File: src/rtl/fetch_stage.sv
`default_nettype none
// ============================================================================
//  Module   : fetch_stage
//  Purpose  : Instruction fetch stage. Holds the program counter and the IF/ID
//             pipeline register, and selects the next PC from redirect, stall,
//             optional static prediction and sequential PC+4.
//  Config   : define STATIC_BTFN_PREDICT_EN to compile in static
//             backward-taken / forward-not-taken prediction (JAL always taken,
//             conditional branches taken when the offset is negative).
//  Ports    :
//    clk_i          in   1   clock, rising edge
//    rst_n_i        in   1   asynchronous active-low reset
//    stall_i        in   1   hold PC and IF/ID
//    flush_i        in   1   bubble IF/ID
//    redirect_en_i  in   1   load PC from redirect_pc_i, bubble IF/ID
//    redirect_pc_i  in  32   redirect target (bits [1:0] ignored)
//    imem_addr_o    out 32   instruction memory address (= PC register)
//    imem_rdata_i   in  32   instruction word at imem_addr_o, same cycle
//    instr_o        out 32   IF/ID instruction
//    pc_o           out 32   IF/ID PC
//    pc_plus4_o     out 32   IF/ID PC+4
//    valid_o        out  1   IF/ID holds a real instruction
//    pred_taken_o   out  1   IF/ID instruction was predicted taken
//  Revision : 1.0  initial release
// ============================================================================
module fetch_stage #(
    parameter logic [31:0] RESET_PC  = 32'h0000_0000,
    parameter logic [31:0] NOP_INSTR = 32'h0000_0013
) (
    input  logic        clk_i,
    input  logic        rst_n_i,
    input  logic        stall_i,
    input  logic        flush_i,
    input  logic        redirect_en_i,
    input  logic [31:0] redirect_pc_i,
    output logic [31:0] imem_addr_o,
    input  logic [31:0] imem_rdata_i,
    output logic [31:0] instr_o,
    output logic [31:0] pc_o,
    output logic [31:0] pc_plus4_o,
    output logic        valid_o,
    output logic        pred_taken_o
);

    localparam logic [31:0] c_pc_step = 32'd4;

    logic [31:0] r_pc;
    logic [31:0] w_pc_plus4;
    logic [31:0] w_pc_next;
    logic [31:0] w_redirect_pc;
    logic        w_pred_taken;
    logic [31:0] w_pred_target;

    // Wraps naturally modulo 2^32.
    assign w_pc_plus4    = r_pc + c_pc_step;
    assign w_redirect_pc = {redirect_pc_i[31:2], 2'b00};

`ifdef STATIC_BTFN_PREDICT_EN
    logic [6:0]  w_opcode;
    logic        w_is_jal;
    logic        w_is_branch;
    logic [31:0] w_imm_j;
    logic [31:0] w_imm_b;

    assign w_opcode    = imem_rdata_i[6:0];
    assign w_is_jal    = (w_opcode == 7'b1101111);
    assign w_is_branch = (w_opcode == 7'b1100011);

    assign w_imm_j = {{12{imem_rdata_i[31]}}, imem_rdata_i[19:12],
                      imem_rdata_i[20], imem_rdata_i[30:21], 1'b0};
    assign w_imm_b = {{20{imem_rdata_i[31]}}, imem_rdata_i[7],
                      imem_rdata_i[30:25], imem_rdata_i[11:8], 1'b0};

    // Branch sign bit (instr[31]) set means a backward target: predict taken.
    // Prediction is dropped whenever the PC is held or overridden this cycle.
    assign w_pred_taken  = (w_is_jal | (w_is_branch & imem_rdata_i[31]))
                           & ~stall_i & ~redirect_en_i;
    assign w_pred_target = r_pc + (w_is_jal ? w_imm_j : w_imm_b);
`else
    assign w_pred_taken  = 1'b0;
    assign w_pred_target = w_pc_plus4;
`endif

    // Next PC priority: redirect > stall hold > prediction > sequential.
    always_comb begin
        w_pc_next = w_pc_plus4;
        if (redirect_en_i) begin
            w_pc_next = w_redirect_pc;
        end else if (stall_i) begin
            w_pc_next = r_pc;
        end else if (w_pred_taken) begin
            w_pc_next = w_pred_target;
        end
    end

    always_ff @(posedge clk_i or negedge rst_n_i) begin
        if (!rst_n_i) begin
            r_pc <= RESET_PC;
        end else begin
            r_pc <= w_pc_next;
        end
    end

    assign imem_addr_o = r_pc;

    // IF/ID register. A bubble keeps pc_o/pc_plus4_o so downstream PC-relative
    // logic never sees a spurious value on an invalid slot.
    always_ff @(posedge clk_i or negedge rst_n_i) begin
        if (!rst_n_i) begin
            instr_o      <= NOP_INSTR;
            pc_o         <= 32'h0000_0000;
            pc_plus4_o   <= 32'h0000_0000;
            valid_o      <= 1'b0;
            pred_taken_o <= 1'b0;
        end else if (redirect_en_i || flush_i) begin
            instr_o      <= NOP_INSTR;
            valid_o      <= 1'b0;
            pred_taken_o <= 1'b0;
        end else if (!stall_i) begin
            instr_o      <= imem_rdata_i;
            pc_o         <= r_pc;
            pc_plus4_o   <= w_pc_plus4;
            valid_o      <= 1'b1;
            pred_taken_o <= w_pred_taken;
        end
    end

endmodule
`default_nettype wire
File: config.mk
export PLATFORM = sky130hd
export DESIGN_NAME = fetch_stage
export DESIGN_NICKNAME = d
export VERILOG_FILES = /design/src/rtl/fetch_stage.sv
export SDC_FILE = /design/constraint.sdc
export NUM_CORES = 1
export LEC_CHECK = 0
export BUFFER_PORTS_ARGS = -buffer_cell sky130_fd_sc_hd__buf_4
export CAP_MARGIN = 20
export CORE_MARGIN = 4
export CORE_UTILIZATION = 45
export DETAILED_ROUTE_END_ITERATION = 10
export GPL_TIMING_DRIVEN = 0
export PLACE_DENSITY_LB_ADDON = 0.05
export SLEW_MARGIN = 15
export SYNTH_ARGS = -nofsm -noshare
export SYNTH_HDL_FRONTEND = slang
export SYNTH_SLANG_ARGS = --single-unit
File: constraint.sdc
create_clock -name clk_i -period 1.7 [get_ports clk_i]
set_input_delay 0.17 -clock clk_i [delete_from_list [all_inputs] [get_ports clk_i]]
set_output_delay 0.17 -clock clk_i [all_outputs]
set_load 0.02 [all_outputs]
; ---- Yosys cells after proc, flatten, opt, wreduce, memory -nomap -nowiden
; Cells that the tools add are included.
[word_totals]
ff_bits = 130
out_inout_bits = 130
wordCells = 21
input_bits = 69
[op_classes]
add_sub_neg = 1
n_mux = 8
reduce_logical = 2
eq_ne = 2
bitwise = 2
[ops]
columns = cell, n
row1 = $mux W32, 4
row2 = $add A32 B3 Y32 const B, 1
row3 = $mux W1, 4
row4 = $ne A2 B1 Y1 const B, 2
row5 = $not A1 Y1, 2
row6 = $reduce_and A2 Y1, 1
row7 = $logic_or A1 B1 Y1, 1

; ---- Depth between registers and ports, before layout
[logic_depth]
ltp_word = 3
ltp_mapped = 7
ltp_nobuf = 6

; ---- Least setup slack after synthesis
; Ideal clock, no wire load.
[synth_timing]
path_kind = register to register
start = register r_pc[17] (netlist: imem_addr_o[17])
end = register r_pc[23] (netlist: imem_addr_o[23])
synth_period_minus_slack_ps = 1949
setup_ps = 76
stages_incl_launch_ff = 7
required_ps = 1624
n_path_buf = 1
slack_ps = -249
arrival_ps = 1872
path_cell_list = dfrtp_1 buf_2 nand4_1 or3_1 or4b_1 xor2_1 o21ai_1
[synth_via]
elab_chain_cells = 3
[synth_rtl]
columns = item, line_no
row1 = start: declaration, 47  ; logic [31:0] r_pc;
row2 = start signal: assignment, 100  ; r_pc <= w_pc_next;
row3 = $add A32 B3 Y32, 55  ; assign w_pc_plus4 = r_pc + c_pc_step;
row4 = $mux W32, 89  ; end else if (stall_i) begin
row5 = $mux W32, 87  ; if (redirect_en_i) begin
; No other way between the ends. The select of a mux whose other input is x is not followed.
; A chain may end at the register's enable or synchronous reset.

; ---- Final worst setup path
[layout_timing]
start = register r_pc[6] (netlist: imem_addr_o[6])
end = register r_pc[28] (netlist: imem_addr_o[28])
; Same word-level chain as after synthesis.

==> key figures <==
Synth
  – EDFF count, synth: 0
  – Synth Area in Compound Gates: 10.7%
  – Register bit total from synthesis: 123
  – Cell variety after synth: 33
  – Synth Flop Type: dfrtp_1
  – Cell Area, Synth: 5560 µm²
  – Yosys Warn Count: 0
  – Largest family of logic cells by synthesized area: simple AND/OR/NAND/NOR gates
  – Syn Inst Count: between 500 and 600
  – Fraction of the mapped netlist area in simple logic gates: 19.8%
  – Post-synth ARST share: 100%
  – Xor/xnor share of the synthesized area: 8.82%
  – Register area share after synthesis: 55.4%
  – Post-Synth Adder-Cell Area: 0.225%
  – Syn_area_per_cell: 9.65 µm²
  – Multiplexer area fraction after synthesis: 0.360%

Status
  – Failing checks: setup timing
  – Status: finished, violations left

Critical path
  – Worst r2r path cells: 7
  – R2r startpoint: imem_addr_o[6]
  – Worst Path Max Fanout: 8
  – Critical path type: flip-flop to flip-flop
  – FF-to-FF End: imem_addr_o[28]
  – Worst setup EP type: flip-flop
  – CP required: between 1.5 and 2 ns
  – Critical Path AT: roughly 2.1 ns
  – Startpoint type of the worst setup path: flip-flop
  – Register-to-register setup slack: -0.11 ns

Cells and area
  – Layout Nets: 974
  – Cell Count, Final, Fillers Out: 1085
  – Register Area: ~3100 µm²
  – Fillcell total: 784
  – Share of cells above drive strength 1: 41.1%
  – Area of the multi-input gates: about 2700 µm²
  – Layout Utilization: 79.5%
  – ANT cells: 0
  – Post-route cell area: 9590 µm²
  – Synth-to-layout area growth: 72.5%

Clock network
  – Worst skew pair latency: 0.41 ns
  – Clock sinks: roughly 120
  – Clk slew on worst S/H paths: around 0.060 ns
  – Clock Tree Root: clkbuf_16
  – Total CTS buffers: 17
  – Clock Tree Buf Depth: 2
  – CTS tree: built
  – CTS HTree Levels: 4

Global routing
  – Met1 Track Usage GR: 34.3%
  – Routing usage on met3: around 7.6%
  – Largest net degree at the start of global routing: 63
  – First-pass GRT wire length: 29900 µm
  – Initial antenna violation count: 0
  – Gr usage total: 26.7%
  – Gr ovfl total: 0
  – Vias in the first global route: between 5000 and 6000
  – Layer carrying the most global-route usage: met2
  – GR Util met2: 43.3%

Detailed routing
  – Vias/cell: ~5.2
  – First-pass DRT Iterations: 5
  – Final antenna-violating net count: 0
  – DR vias: 5653
  – Wire length per cell: 18.2 µm
  – Remaining routing DRC violations: 0
  – Drt total wl: 19700 µm
  – DR iter-0 viols: 463

STA
  – Crit share post-route: 106%
  – RSZ-0062 raised after global routing: yes
  – Worst Tran Pin Value: 0.759 ns
  – Final setup vio count: 8
  – Min Tclk post-route: 1.81 ns
  – Max Clock Skew: 0.0111 ns
  – Fmax: 552 MHz
  – Final Max Slew Viols: 0
  – Final WS setup: -0.110 ns
  – Setup TNS: -0.339 ns
  – Slew headroom: 49.4%
  – Hold Vio Cnt, Final: 0

Place
  – Placed cells: 938
  – Gpl congestion: 0.840
  – IO Port Bufs: 187
  – DP Area: 7400 µm²
  – Final HPWL DP: 12100 µm

Power
  – Switching portion of total power: between 20 and 30%
  – Comb power frac: between 20% and 30%
  – Overall Power: 0.00956 W
  – Share of total power in the clock network: about two fifths
  – Leakage: roughly 4.7 nW
  – Switching pwr: about 0.0028 W
  – PwrDens: 997 nW/µm²
  – Sequential power share: 37.2%
  – Int Power: 0.00676 W
  – Maximum VDD drop: about 0.56 mV

Floorplan
  – Initial core utilization: between 40% and 50%
  – Site Rows: 40
  – # IOs: around 200
  – Core box area: roughly 12000 µm²
  – DIE WIDTH: 119 µm
  – Chip Height: roughly 120 µm
  – DIE AREA: approximately 14000 µm²

Hold path
  – Hold Path Stages: 3
  – Hold Startpoint: redirect_pc_i[28]
  – Hold crit path type: input port to flip-flop
  – Hold Path End: imem_addr_o[28]

Flow run
  – Max-cap viol count: 0
power groups by stage:
stage | Sequential, W | Combinational [W] | Clock, W
floorplan | 0.00399 | 0.000549 | 0
global placement | 0.00359 | 0.00187 | 0
detailed placement | 0.00361 | 0.00190 | 0
CTS | 0.00355 | 0.00215 | 0.00380
global route | 0.00360 | 0.00240 | 0.00396
finish | 0.00356 | 0.00223 | 0.00377
cells in the final DEF (no fill, tap or decap), types with 3 or more instances in the layout:
master / n
nor2_1: 10
o21ai_0: 38
nor2_2: 3
inv_1: 3
dlygate4sd3_1: 61
dfrtp_1: 101
xor2_1: 13
clkbuf_8: 4
clkbuf_16: 20
bufinv_16: 3
buf_12: 3
buf_4: 239
nor3_4: 11
dfstp_2: 3
nand3_1: 7
xnor2_1: 43
nand4_1: 8
o21ai_1: 23
o22a_1: 3
and2_1: 3
clkbuf_1: 22
conb_1: 7
dfrtp_2: 19
clkinvlp_4: 4
buf_6: 15
nand2_1: 158
and4_4: 4
a22o_1: 29
clkbuf_2: 8
nor4_4: 14
nor3_2: 3
metrics by stage:
step	setup WS [ns]	hold slack [ns]
after floorplan	-0.152	-0.126
after global placement	-0.490	0.382
after detailed placement	-0.537	0.202
after CTS	-0.0964	0.00556
after global routing	-0.176	0.0154
final	-0.110	0.0124
cells by family after synthesis:
| group | after synthesis |
|---|---|
| AO/OA/AOI/OAI | 94 |
| AND/OR/NAND/NOR | 244 |
| flip-flops | 123 |
| multiplexers | 2 |
| buffers and inverters | 55 |
| adder cells (fa/ha/maj) | 1 |
| XOR/XNOR | 56 |
| other | 1 |
per-layer routing:
layer / share of wire (%) / wire (µm) / up-vias
li1: - / - / 2586
met1: 41 / 8160 / 2787
met2: 49 / 9570 / 239
met3: 7.5 / 1470 / 41
met4: 2.5 / 495 / 0
met5: 0 / 0 / -
synth_stat cells, drive strengths merged, types with 2 or more instances:
cell / n / share of area [%]
or3: 3 / 0.34
o21ai: 61 / 5.5
clkbuf: 30 / 2.0
nor4b: 2 / 0.32
nor4: 14 / 1.6
nor3: 16 / 1.4
a22o: 29 / 4.6
nand2: 161 / 11
nor2b: 2 / 0.23
nand3: 11 / 1.1
and2: 4 / 0.45
xor2: 13 / 2.0
buf: 22 / 2.4
o22a: 3 / 0.47
and4: 6 / 0.95
mux2i: 2 / 0.36
xnor2: 43 / 6.8
nor2: 14 / 0.95
nand4: 8 / 0.90
dfstp: 3 / 1.4
dfrtp: 120 / 54
inv: 3 / 0.20
layout make-up:
class | count | share of cell area (%)
Sequential cell | 123 | 32.4
Multi-Input combinational cell | 404 | 28.5
Timing Repair Buffer | 309 | 27.2
Clock buffer | 22 | 5.05
Buffer | 46 | 3.09
Tap cell | 168 | 2.19
Clock inverter | 10 | 1.45
Inverter | 3 | 0.117
worst max-delay path, cell delays in order (launching register included):
cell and delay (ns):
dfrtp_1 0.37, buf_6 0.16, and4_4 0.29, nand2_8 0.13, buf_12 0.18, nor4_4 0.27
xnor2_1 0.18, o21ai_0 0.11
state kept, by name (all words and copies together), names as in the netlist:
| signal | flops |
|---|---|
| instr_o | 32 |
| pc_o | 30 |
| pc_plus4_o | 30 |
| imem_addr_o | 30 |
| valid_o | 1 |
timing repair:
| action | CTS | global route |
|---|---|---|
| endpoints found under the hold margin | 118 | 0 |
| hold buffers | 61 | 0 |
| gates cloned | 2 | 1 |
| gates resized for setup | 59 | 71 |
| buffers inserted | 34 | 23 |
| pin swaps | 22 | 37 |
| setup endpoints to repair | 61 | 70 |
worst max-delay path by stage:
stage,start,cells after the start,endpoint,slack [ns]
after CTS,imem_addr_o[4],7,imem_addr_o[23],-0.1
after global routing,imem_addr_o[2],6,imem_addr_o[23],-0.18
after detailed placement,stall_i,6,valid_o,-0.54
after floorplan,imem_addr_o[4],7,imem_addr_o[23],-0.15
after global placement,stall_i,7,pc_o[26],-0.49
final,imem_addr_o[6],7,imem_addr_o[28],-0.11
Power figures use the tool's default switching activity.
